==> config.mk <==
export PLATFORM = sky130hd
export DESIGN_NAME = rng_word_pool
export DESIGN_NICKNAME = d
export VERILOG_FILES = /design/src/rtl/rng_pkg.sv /design/src/rtl/rng_fifo.sv /design/src/rtl/rng_word_pool.sv
export SDC_FILE = /design/constraint.sdc
export NUM_CORES = 1
export LEC_CHECK = 0
export CAP_MARGIN = 20
export CORE_MARGIN = 5
export CORE_UTILIZATION = 54
export DETAILED_ROUTE_END_ITERATION = 12
export GPL_ROUTABILITY_DRIVEN = 0
export HOLD_SLACK_MARGIN = 0.1
export PLACE_DENSITY_LB_ADDON = 0.3
export SYNTH_ARGS = -nofsm -noshare
export SYNTH_HDL_FRONTEND = slang
export SYNTH_SLANG_ARGS = --single-unit
==> constraint.sdc <==
create_clock -name clk -period 3.05 [get_ports clk]
set_clock_uncertainty 0.15 [all_clocks]
set_input_delay 0.305 -clock clk [delete_from_list [all_inputs] [get_ports clk]]
set_output_delay 0.305 -clock clk [all_outputs]
set_load 0.1 [all_outputs]
==> src/rtl/rng_pkg.sv <==
// Shared widths, the repetition-count counter width and elaboration-time
// parameter checks for the TRNG word pool.
package rng_pkg;

    localparam int DEFAULT_OUTPUT_WIDTH = 16;
    localparam int DEFAULT_TRNG_WIDTH   = 4;
    localparam int DEFAULT_DEPTH        = 4;
    localparam int DEFAULT_RCT_CUTOFF   = 8;
    localparam int RCT_CNT_W            = 8;

    function automatic int clog2(input int value);
        int result;
        int v;
        result = 0;
        v = value - 1;
        while (v > 0) begin
            result = result + 1;
            v = v >> 1;
        end
        return result;
    endfunction

    function automatic bit width_ok(input int output_width, input int trng_width);
        return (trng_width > 0) && (output_width % trng_width == 0) &&
               (output_width / trng_width >= 2);
    endfunction

    function automatic bit depth_ok(input int depth);
        return (depth >= 2) && ((depth & (depth - 1)) == 0);
    endfunction

    function automatic bit cutoff_ok(input int cutoff);
        return (cutoff >= 2) && (cutoff <= 255);
    endfunction

endpackage

==> src/rtl/rng_fifo.sv <==
// First-word-fall-through word FIFO with synchronous flush; the head entry
// is always presented on head, and count/full/empty are registered-derived.
module rng_fifo
    import rng_pkg::*;
#(
    parameter int WIDTH = DEFAULT_OUTPUT_WIDTH,
    parameter int DEPTH = DEFAULT_DEPTH
) (
    input  logic                   clk,
    input  logic                   reset,
    input  logic                   flush,
    input  logic                   push,
    input  logic [WIDTH-1:0]       push_data,
    input  logic                   pop,
    output logic [WIDTH-1:0]       head,
    output logic [clog2(DEPTH):0]  count,
    output logic                   full,
    output logic                   empty
);

    localparam int AW = clog2(DEPTH);

    logic [WIDTH-1:0] mem [DEPTH];
    logic [AW-1:0]    wr_ptr;
    logic [AW-1:0]    rd_ptr;
    logic             do_push;
    logic             do_pop;

    assign full    = (count == (AW + 1)'(DEPTH));
    assign empty   = (count == '0);
    assign do_push = push && !full;
    assign do_pop  = pop && !empty;
    assign head    = mem[rd_ptr];

    // NOTE: sequential state uses non-blocking assignments so every flop
    // samples pre-edge values regardless of block ordering.
    always_ff @(posedge clk) begin
        if (reset || flush) begin
            wr_ptr <= '0;
            rd_ptr <= '0;
            count  <= '0;
        end else begin
            if (do_push) wr_ptr <= wr_ptr + AW'(1);
            if (do_pop)  rd_ptr <= rd_ptr + AW'(1);
            case ({do_push, do_pop})
                2'b10:   count <= count + (AW + 1)'(1);
                2'b01:   count <= count - (AW + 1)'(1);
                default: count <= count;
            endcase
        end
    end

    // NOTE: the storage array is cleared on reset so no stale random word
    // from before a reset can ever reach the head.
    always_ff @(posedge clk) begin
        if (reset) begin
            for (int i = 0; i < DEPTH; i++) mem[i] <= '0;
        end else if (do_push) begin
            mem[wr_ptr] <= push_data;
        end
    end

endmodule

==> src/rtl/rng_word_pool.sv <==
// Packs TRNG chunks MSB-first into output words, buffers them in a FIFO and
// runs a repetition-count health test that flushes everything on failure.
module rng_word_pool
    import rng_pkg::*;
#(
    parameter int OUTPUT_WIDTH = DEFAULT_OUTPUT_WIDTH,
    parameter int TRNG_WIDTH   = DEFAULT_TRNG_WIDTH,
    parameter int DEPTH        = DEFAULT_DEPTH,
    parameter int RCT_CUTOFF   = DEFAULT_RCT_CUTOFF
) (
    input  logic                    clk,
    input  logic                    reset,
    input  logic                    en,
    input  logic [TRNG_WIDTH-1:0]   trng_word,
    input  logic                    trng_valid,
    output logic                    trng_req,
    input  logic                    health_clr,
    output logic [OUTPUT_WIDTH-1:0] random_word,
    output logic                    output_valid,
    input  logic                    output_ready,
    output logic [clog2(DEPTH):0]   fill_level,
    output logic                    health_fail
);

    localparam int N   = OUTPUT_WIDTH / TRNG_WIDTH;
    localparam int K_W = clog2(N);
    localparam int SW  = OUTPUT_WIDTH - TRNG_WIDTH;
    localparam logic [K_W-1:0] K_LAST = K_W'(N - 1);

    if (!width_ok(OUTPUT_WIDTH, TRNG_WIDTH)) begin : g_bad_width
        $error("OUTPUT_WIDTH must be a multiple of TRNG_WIDTH with at least two chunks");
    end
    if (!depth_ok(DEPTH)) begin : g_bad_depth
        $error("DEPTH must be a power of two and at least 2");
    end
    if (!cutoff_ok(RCT_CUTOFF)) begin : g_bad_cutoff
        $error("RCT_CUTOFF must lie in 2..255");
    end

    logic [K_W-1:0]          k;
    logic [SW-1:0]           shift;
    logic [TRNG_WIDTH-1:0]   last_chunk;
    logic [RCT_CNT_W-1:0]    rep_cnt;
    logic [RCT_CNT_W-1:0]    rep_next;
    logic [OUTPUT_WIDTH-1:0] word_next;
    logic                    at_last;
    logic                    accept;
    logic                    trip;
    logic                    push;
    logic                    pop;
    logic                    fifo_full;
    logic                    fifo_empty;
    logic [OUTPUT_WIDTH-1:0] fifo_head;

    assign at_last   = (k == K_LAST);
    assign trng_req  = en && !health_fail && !(fifo_full && at_last);
    assign accept    = trng_valid && trng_req;
    assign word_next = {shift, trng_word};

    // rep_cnt == 0 means no chunk has been seen since reset or clear.
    assign rep_next = (rep_cnt != '0 && trng_word == last_chunk) ?
                      rep_cnt + RCT_CNT_W'(1) : RCT_CNT_W'(1);

    // A clear on the same edge wins, so the chunk is neither tested nor packed.
    assign trip = accept && !health_clr && (rep_next == RCT_CNT_W'(RCT_CUTOFF));
    assign push = accept && !health_clr && at_last && !trip;

    assign output_valid = !fifo_empty && !health_fail;
    assign pop          = output_valid && output_ready;
    assign random_word  = output_valid ? fifo_head : '0;

    always_ff @(posedge clk) begin
        if (reset) begin
            k           <= '0;
            shift       <= '0;
            last_chunk  <= '0;
            rep_cnt     <= '0;
            health_fail <= 1'b0;
        end else if (health_clr) begin
            k           <= '0;
            shift       <= '0;
            last_chunk  <= '0;
            rep_cnt     <= '0;
            health_fail <= 1'b0;
        end else if (trip) begin
            k           <= '0;
            shift       <= '0;
            last_chunk  <= trng_word;
            rep_cnt     <= rep_next;
            health_fail <= 1'b1;
        end else if (accept) begin
            last_chunk <= trng_word;
            rep_cnt    <= rep_next;
            if (at_last) begin
                k     <= '0;
                shift <= '0;
            end else begin
                k     <= k + K_W'(1);
                shift <= word_next[SW-1:0];
            end
        end
    end

    rng_fifo #(
        .WIDTH (OUTPUT_WIDTH),
        .DEPTH (DEPTH)
    ) u_fifo (
        .clk       (clk),
        .reset     (reset),
        .flush     (trip),
        .push      (push),
        .push_data (word_next),
        .pop       (pop),
        .head      (fifo_head),
        .count     (fill_level),
        .full      (fifo_full),
        .empty     (fifo_empty)
    );

endmodule

### Word level (Yosys, flattened, before mapping)

Memory sizes are Yosys's and may differ from the RTL's. A register that Yosys moved wholly into a read port is not among the register bits.
Index checks and enable logic that the tools add are counted.

| operators by class | value |
|---|---|
| $add $sub $neg | 6 |
| multipliers | 0 |
| div/mod/pow operators | 0 |
| $lt $le $gt $ge | 0 |
| equality and inequality tests | 6 |
| shifts and indexed selects | 0 |
| muxes and demuxes | 19 |
| bitwise logic cells | 0 |
| reduce and logical (&&, ||, !) cells | 27 |

Operator list:

| cell | count |
|---|---|
| $mux W16 | 2 |
| $mux W8 | 3 |
| $reduce_or A16 Y1 | 1 |
| $logic_and A1 B1 Y1 | 13 |
| $mux W12 | 1 |
| $add A8 B1 Y8 const B | 1 |
| $eq A8 B4 Y1 const B | 1 |
| $mux W2 | 4 |
| $mux W4 | 2 |
| $reduce_bool A8 Y1 | 1 |
| $add A2 B1 Y2 const B | 3 |
| $logic_not A1 Y1 | 6 |
| $mux W1 | 6 |
| $pmux W3 S2 | 1 |
| $eq A2 B2 Y1 const B | 2 |
| $eq A4 B4 Y1 | 1 |
| $reduce_bool A2 Y1 | 2 |
| $add A3 B1 Y3 const B | 1 |
| $eq A3 B3 Y1 const B | 1 |
| $logic_not A3 Y1 | 1 |
| $reduce_or A3 Y1 | 1 |
| $sub A3 B1 Y3 const B | 1 |
| $eq A2 B1 Y1 const B | 1 |
| $reduce_or A2 Y1 | 1 |
| $logic_or A1 B1 Y1 | 1 |

| word-level totals | value |
|---|---|
| register bits after elaboration | 34 |
| latch bits | 0 |
| memory bits (writable) | 64 |
| ROM bits | 0 |
| logic and storage cells | 67 |
| memories | 1 |

Memory list:

| name | words | width | read ports | clocked after Yosys merged registers in | write ports | RTL line | text |
|---|---|---|---|---|---|---|---|
| u_fifo.mem | 4 | 16 | 1 | 1 | 4 | rng_fifo.sv:23 | `logic [WIDTH-1:0] mem [DEPTH];` |

### Longest topological paths before layout

Gate-level depths: netlist of run 1.

| depth | value |
|---|---|
| word-level depth | 15 |
| depth in mapped cells | 13 |
| mapped depth without buffers | 13 |

### By module

From an unflattened synthesis of run 1, not the netlist that was laid out.

| unflattened totals | value |
|---|---|
| cell total of the unflattened synthesis | 416 |
| area, all modules | 5044.8 sq um |

By module, submodules not included:

| module | instances | cells each | area an instance (sq um) |
|---|---|---|---|
| rng_fifo | 1 | 209 | 3268.1 |
| rng_word_pool | 1 | 207 | 1776.7 |

### Least setup slack after synthesis of run 1

OpenSTA, ideal clock, no wires.

| timing | value |
|---|---|
| path kind | register to output |
| from | reg u_fifo.count[2] |
| to | out random_word[10] |
| arrival | 3318 ps |
| data required time | 2595 ps |
| path slack | -723 ps |
| cell stages (with the launch flop) | 5 |
| buffers on the path | 1 |
| cell sequence | dfxtp_1 > nor3_1 > nor2_1 > clkbuf_1 > and2_1 |

| between the ends | value |
|---|---|
| cells in the longest elaborated chain, start to end | 4 |

Ends and longest elaborated chain:

| what | RTL line | text |
|---|---|---|
| from (decl) | rng_fifo.sv:16 | `output logic [clog2(DEPTH):0] count,` |
| from (signal assigned) | rng_fifo.sv:46 | `2'b10: count <= count + (AW + 1)'(1);` |
| from (signal assigned) | rng_fifo.sv:47 | `2'b01: count <= count - (AW + 1)'(1);` |
| from (signal assigned) | rng_fifo.sv:48 | `default: count <= count;` |
| $logic_not A3 Y1 | rng_fifo.sv:30 | `assign empty = (count == '0);` |
| $logic_not A1 Y1 | rng_word_pool.sv:68 | `assign output_valid = !fifo_empty && !health_fail;` |
| $logic_and A1 B1 Y1 | rng_word_pool.sv:68 |  |
| net output_valid | rng_word_pool.sv:19 | `output logic output_valid,` |
| $mux W16 | rng_word_pool.sv:70 | `assign random_word = output_valid ? fifo_head : '0;` |
| to (decl) | rng_word_pool.sv:18 | `output logic [OUTPUT_WIDTH-1:0] random_word,` |

The timed path passes the listed nets, and every way through them passes these cells.

### Worst setup path in the final report of run 1

| timing | value |
|---|---|
| from | reg rep_cnt[0] |
| to | reg u_fifo.count[2] |

| between the ends | value |
|---|---|
| cells in the longest elaborated chain, start to end | 10 |
| elaborated cells on any way between the ends | 14 |
| those cells by class | add/sub: 1; eq/ne: 3; mux: 2; reduce/logical: 8 |

Ends and longest elaborated chain:

| what | RTL line | text |
|---|---|---|
| from (decl) | rng_word_pool.sv:43 | `logic [RCT_CNT_W-1:0] rep_cnt;` |
| from (signal assigned) | rng_word_pool.sv:89 | `rep_cnt <= rep_next;` |
| from (signal assigned) | rng_word_pool.sv:93 | `rep_cnt <= rep_next;` |
| parallel branches: the longest is 2 deep, another holds $add A8 B1 Y8 | n/a |  |
| $mux W8 * | rng_word_pool.sv:61 | `assign rep_next = (rep_cnt != '0 && trng_word == last_chunk) ?` |
| $eq A8 B4 Y1 * | rng_word_pool.sv:65 | `assign trip = accept && !health_clr && (rep_next == RCT_CNT_W'(RCT_CUTOFF));` |
| $logic_and A1 B1 Y1 * | rng_word_pool.sv:65 |  |
| $logic_not A1 Y1 | rng_word_pool.sv:66 | `assign push = accept && !health_clr && at_last && !trip;` |
| $logic_and A1 B1 Y1 | rng_word_pool.sv:66 |  |
| $logic_and A1 B1 Y1 | rng_fifo.sv:31 | `assign do_push = push && !full;` |
| $eq A2 B1 Y1 / $eq A2 B2 Y1 (equally long branches) | rng_fifo.sv:45 | `case ({do_push, do_pop})` |
| $pmux W3 S2 / $reduce_bool A2 Y1 (equally long branches) | n/a |  |

Mark *: on every way between the ends.
A chain may end at the register's enable or synchronous reset.

==> results_dict.tcl, run 1 <==
set metrics [dict create \
    ios 32 \
    hp-class "flop to flop" \
    rsz0062_at_grt "false" \
    cts_tree "done" \
    cts.clk_slew.worst_paths_ps 90 \
    ant_nets 0 \
    cts_inserted_buffers 9 \
    regArea_um2 2650 \
    layout_commonest_cell "a211oi_1" \
    first_iter_violations 285 \
    p_leak_nw 1.93 \
    ys_ff_latch 100 \
    num_rows 35 \
    cp_slowest_stage_delay_ps 390 \
    synthFlopType "edfxtp_1" \
    cts_buffer_depth 2 \
    place_inst 587 \
    fill_cells 713 \
    synth-simple-area-share_pct 12.0 \
    drive_gt1_share_pct 28.0 \
    synth_nets 449 \
    dieArea_um2 11600 \
    dp_hpwl_mm 7.78 \
    antenna_found_initial 0 \
    relSlewSlack_pct 31.6 \
    grt_max_degree 58 \
    met2_usage_pct 35.2 \
    synth_top_family_by_area "compound AO/OA/AOI/OAI gates" \
    globalRouteMet3Util_pct 3.48 \
    clk_latency_ps 370 \
    synth_compound_area_share_pct 20.7 \
    ir_worst_vdd_mv 0.255 \
    track_usage_pct 21.6 \
    p_int_mw 2.07 \
    die_x_um 108 \
    cp.arrival_ps 3010 \
    netlist_area_um2 5170 \
    cts_max_level 3 \
    final_util_pct 66.2 \
    avgSynthCellArea_um2 11.9 \
    power_density_nw_per_um2 428 \
    synth_warnings 0 \
    worstReg2RegStart "rep_cnt[0]$_SDFFE_PP0P_" \
    cpMaxStageDelayCell "dfxtp_4" \
    wl_mm 12.0 \
    final_cells 604 \
    synth.distinct_cells 55 \
    maxCapViolations 0 \
    synthMuxAreaShare_pct 7.16 \
    syn_to_final_growth_pct 18.8 \
    end_kind "flop" \
    worst_r2r_endpoint "u_fifo.count[2]$_SDFFE_PP0P_" \
    grt_busiest_layer "met2" \
    grt_pass1_vias 3767 \
    fin_crit_ps 2870 \
    path_cells "inv_1 -> ha_4 -> nor4b_4 -> o21ai_2 -> a221o_2 -> o21ai_2 -> ha_2 -> inv_1 -> fa_2 -> xor2_1 -> nor2_1 -> xnor2_1 -> a211oi_1" \
    firstDrtPassIters 5 \
    overflow 0 \
    p_switching_mw 0.566 \
    critPathLaunch "rep_cnt[0]$_SDFFE_PP0P_" \
    path_depth 13 \
    p_clk_share_pct 38.8 \
    yosys-top-cells-area "edfxtp_1 (37%), dfxtp_1 (14%), a211oi_1 (12%)" \
    path_class "flop to flop" \
    final_cell_mix "a211oi_1 (81), edfxtp_1 (64), buf_4 (42)" \
    cp.required_ps 3190 \
    start_util_pct 55.7 \
    timing.fmax_mhz 349 \
    slew_violations 0 \
    yosys.area.top_type_share_pct 37.2 \
    combPwrFrac_pct 5.2 \
    synthCells 434 \
    setup_violations 0 \
    cp_max_fo 5 \
    reg2reg_slack_ps 180 \
    worstSetupStartpointType "flop" \
    crit_end "u_fifo.count[2]$_SDFFE_PP0P_" \
    path_delay_family "adder cells" \
    final.setup.worst_slack_ps 183 \
    ys_seq_area_share_pct 51.1 \
    hold_viol_final 0 \
    finalNetCount 485 \
    reg2regPathDepth 13 \
    outcome "finished clean" \
    numPortBuffers 31 \
    worst_slew_pin_slew_ps 1020 \
    synth_top_area_cell "edfxtp_1" \
    avgViaCountPerCell 6.25 \
    synth_fa_ha_area_share_pct 1.36 \
    cts-root-buf "clkbuf_8" \
    post-route-drc-count 0 \
    synth-xor-area-share_pct 1.69 \
    vias 3775 \
    place_ws_ps -76.9 \
    switching_share_pct 21.5 \
    diodes 0 \
    synth_edf_count 64 \
    wl_per_cell_um 19.9 \
    die_h_um 108 \
    crit_buf_inv 2 \
    use_met1_pct 28.2 \
    fin_crit_sh_pct 94.0 \
    async_flop_share_pct 0 \
    multi_input_area_um2 2290 \
    whs_ps 326 \
    grt_pass1_wl_mm 19.4 \
    final.setup.tns_ps 0 \
    seqPwrFrac_pct 56.1 \
    core_area_um2 9280 \
    cts.sinks 100 \
]
==> worst min-delay path by stage <==
| stage | from | to | slack, ps | depth (start not counted) |
|---|---|---|---|---|
| floorplan | trng_word[0] | last_chunk[0]$_SDFFE_PP0P_ | 290 | 2 |
| global placement | last_chunk[0]$_SDFFE_PP0P_ | last_chunk[0]$_SDFFE_PP0P_ | 310 | 2 |
| detailed placement | last_chunk[2]$_SDFFE_PP0P_ | last_chunk[2]$_SDFFE_PP0P_ | 310 | 2 |
| CTS | last_chunk[2]$_SDFFE_PP0P_ | last_chunk[2]$_SDFFE_PP0P_ | 330 | 2 |
| global route | last_chunk[1]$_SDFFE_PP0P_ | last_chunk[1]$_SDFFE_PP0P_ | 350 | 2 |
| finish | last_chunk[1]$_SDFFE_PP0P_ | last_chunk[1]$_SDFFE_PP0P_ | 330 | 2 |
==> registers in the layout, summed over array words and instances (netlist names), named ones only <==
register / cells
u_fifo.rd_ptr: 2
u_fifo.wr_ptr: 2
u_fifo.mem: 64
k: 2
shift: 12
rep_cnt: 8
last_chunk: 4
health_fail: 1
u_fifo.count: 3
==> metal layers <==
layer | vias to the layer above | wire, µm
met2 | 115 | 5860
li1 | 1778 | -
met1 | 1855 | 5150
met5 | - | 0
met3 | 27 | 616
met4 | 0 | 365
==> layout make-up <==
class / count / area share [%]
sequential: 100 / 43.2
multi-input combinational: 282 / 37.3
timing repair buffer: 69 / 12.5
tap: 129 / 2.63
clock buffer: 11 / 2.14
clock inverter: 5 / 1.77
inverter: 8 / 0.489
==> worst min-delay path, stage by stage (launching register included) <==
cell and delay, ps:
dfxtp_1 330, nand2_1 50, a21oi_1 50
==> cells in the mapped netlist (all sizes together) (3+ instances only) <==
cell type	count
o31ai	3
nand4	4
clkbuf	21
o211ai	4
dfxtp	36
and3	3
mux4	16
nor2	7
xnor2	4
edfxtp	64
buf	22
and2	18
nor3	6
xor2	6
a211oi	89
nor3b	15
a31oi	5
nand3	6
a21oi	21
o22ai	3
nand2	35
ha	4
nor2b	3
inv	8
==> what timing repair did <==
action	in CTS	in global routing
pin swaps	0	4
hold buffers	0	0
endpoints found under the setup margin	1	2
buffers inserted	0	1
gates resized for setup	2	13
==> power by group through the flow <==
stage          clock network [mW]  logic (mW)  registers [mW]
5_1_grt                      1.09       0.145            1.48
3_3_place_gp                    0       0.130            1.50
2_1_floorplan                   0      0.0790            1.50
3_5_place_dp                    0       0.133            1.51
4_1_cts                      1.03       0.133            1.48
6_report                     1.02       0.136            1.48
==> kinds of logic (layout without fill, tap and decap cells) <==
family / after synthesis / in the layout
AOI/OAI and AO/OA: 140 / 140
xor gates and xnor gates: 10 / 10
adders and majority gates: 5 / 5
buffers and inverters: 52 / 93
DFF: 100 / 100
muxes: 17 / 17
and+or+nand+nor: 110 / 110
==> metrics by stage <==
step / cell area [µm²] / power, mW
2_1_floorplan: 5190 / 1.58
3_3_place_gp: 5830 / 1.63
3_5_place_dp: 5830 / 1.64
4_1_cts: 6070 / 2.64
5_1_grt: 6140 / 2.71
6_report: 6140 / 2.63
Power figures use the tool's default switching activity.
==> run 2: changes to the inputs <==
RECOVER_POWER = 50   (was default)
SLEW_MARGIN = 10   (was default)
==> run 2 against run 1 <==
Via count up 0.82%. Final cell count unchanged. Wire length down 0.34%. Combinational power about the same. Design area down 0.71%. Hold slack better by 2.0 ps. Worst setup slack worse by 82 ps. Sequential cell count unchanged. Largest power group unchanged. Register-to-register slack worse by 80 ps. Core utilization down 0.47 points.
==> results_dict.tcl, run 2 (synthesized netlist as in run 1, its figures left out) <==
set metrics [dict create \
    diodes 0 \
    end_kind "flop" \
    layout_commonest_cell "a211oi_1" \
    cp.required_ps 2980 \
    reg2reg_slack_ps 100 \
    cp_max_fo 16 \
    hold_viol_final 0 \
    fin_crit_sh_pct 96.7 \
    wl_per_cell_um 19.8 \
    largest_reg_flops 64 \
    top_regs "u_fifo.mem (64), shift (12), rep_cnt (8)" \
    ir_worst_vdd_mv 0.259 \
    worstSetupStartpointType "flop" \
    cp.arrival_ps 2880 \
    worst_r2r_endpoint "u_fifo.mem[1][7]$_SDFFCE_PN0P_" \
    setup_violations 0 \
    hp-class "flop to flop" \
    met1_length_mm 5.04 \
    numPortBuffers 31 \
    num_rows 35 \
    die_x_um 108 \
    cts-root-buf "clkbuf_8" \
    place_inst 587 \
    top_layer "met4" \
    cts_buffer_depth 2 \
    clk_latency_ps 370 \
    maxCapViolations 0 \
    critPathLaunch "k[0]$_SDFFE_PP0N_" \
    avgViaCountPerCell 6.30 \
    antenna_found_initial 0 \
    final.setup.worst_slack_ps 101 \
    core_area_um2 9280 \
    whs_ps 328 \
    final_util_pct 65.7 \
    track_usage_pct 21.6 \
    post-route-drc-count 0 \
    overflow 0 \
    cts.sinks 100 \
    grt_pass1_wl_mm 19.4 \
    dp_hpwl_mm 7.78 \
    first_iter_violations 255 \
    start_util_pct 55.7 \
    p_leak_nw 1.88 \
    cts_max_level 3 \
    grt_max_degree 58 \
    crit_end "u_fifo.mem[1][7]$_SDFFCE_PN0P_" \
    power_density_nw_per_um2 431 \
    cts_tree "done" \
    worst_slew_pin_slew_ps 1190 \
    place_ws_ps -76.9 \
    path_class "flop to flop" \
    wl_mm 12.0 \
    rsz0062_at_grt "false" \
    die_h_um 108 \
    grt_pass1_vias 3767 \
    final_cell_mix "a211oi_1 (82), edfxtp_1 (64), nand2_1 (35)" \
    vias 3806 \
    final.setup.tns_ps 0 \
    cts_inserted_buffers 9 \
    ant_nets 0 \
    cts.clk_slew.worst_paths_ps 100 \
    wl_met3_um 687 \
    met2_length_mm 5.90 \
    relSlewSlack_pct 21.1 \
    multi_input_area_um2 2280 \
    regMostFlops "u_fifo.mem" \
    reg2regPathDepth 6 \
    firstDrtPassIters 5 \
    regArea_um2 2650 \
    slew_violations 0 \
    fin_crit_ps 2950 \
    fill_cells 723 \
    final_cells 604 \
    holdBufCountCts 0 \
    drive_gt1_share_pct 26.1 \
    timing.fmax_mhz 339 \
    syn_to_final_growth_pct 18.0 \
    finalNetCount 485 \
    outcome "finished clean" \
    worstReg2RegStart "k[0]$_SDFFE_PP0N_" \
    ios 32 \
    dieArea_um2 11600 \
]
[run 2: cell types whose count changed in the layout (fill, tap and decap cells not counted), sizes merged]
cell and delta:
buf -10, clkbuf +10
[run 2: metal layers]
layer / global-route usage [%] / up-vias
met4: 10.2 / 0
met5: 0 / -
met2: 35.2 / 136
li1: - / 1778
met3: 3.48 / 24
met1: 28.2 / 1868
[run 2: metrics by stage]
step | power, mW | cell area [µm²]
after global placement | 1.63 | 5830
after CTS | 2.64 | 6070
after detailed placement | 1.64 | 5830
after floorplan | 1.58 | 5190
after global routing | 2.71 | 6100
final | 2.63 | 6100
[run 2: power by group]
group	internal (mW)	switching, mW
sequential	1.46	0.0109
combinational	0.0480	0.0860
clock	0.552	0.470
[run 2: layout make-up]
cell class | instances | share of cell area [%]
well taps | 129 | 2.65
repair buffers | 69 | 12.0
inverters | 8 | 0.492
flip-flops and latches | 100 | 43.5
multi-input cells | 282 | 37.4
clock buffers | 11 | 2.15
clock inverters | 5 | 1.78
[run 2: worst min path at each step]
| stage | start | endpoint | slack, ps | depth (start not counted) |
|---|---|---|---|---|
| after floorplan | trng_word[0] | last_chunk[0]$_SDFFE_PP0P_ | 290 | 2 |
| after global placement | last_chunk[0]$_SDFFE_PP0P_ | last_chunk[0]$_SDFFE_PP0P_ | 310 | 2 |
| after detailed placement | last_chunk[2]$_SDFFE_PP0P_ | last_chunk[2]$_SDFFE_PP0P_ | 310 | 2 |
| after CTS | last_chunk[2]$_SDFFE_PP0P_ | last_chunk[2]$_SDFFE_PP0P_ | 330 | 2 |
| after global routing | last_chunk[1]$_SDFFE_PP0P_ | last_chunk[1]$_SDFFE_PP0P_ | 350 | 2 |
| final | last_chunk[1]$_SDFFE_PP0P_ | last_chunk[1]$_SDFFE_PP0P_ | 330 | 2 |
[run 2: timing repair]
action	CTS	global route
pin swaps	0	4
setup buffers	0	1
resized for setup	2	13
endpoints found under the setup margin	1	2
gates cloned	0	0
[run 2: critical path: stages, from the launching register on]
cell and delay [ps]:
dfxtp_1 340, ha_1 260, clkbuf_1 320, a21o_1 280
nor3_2 810, a31oi_2 160, clkbuf_4 320
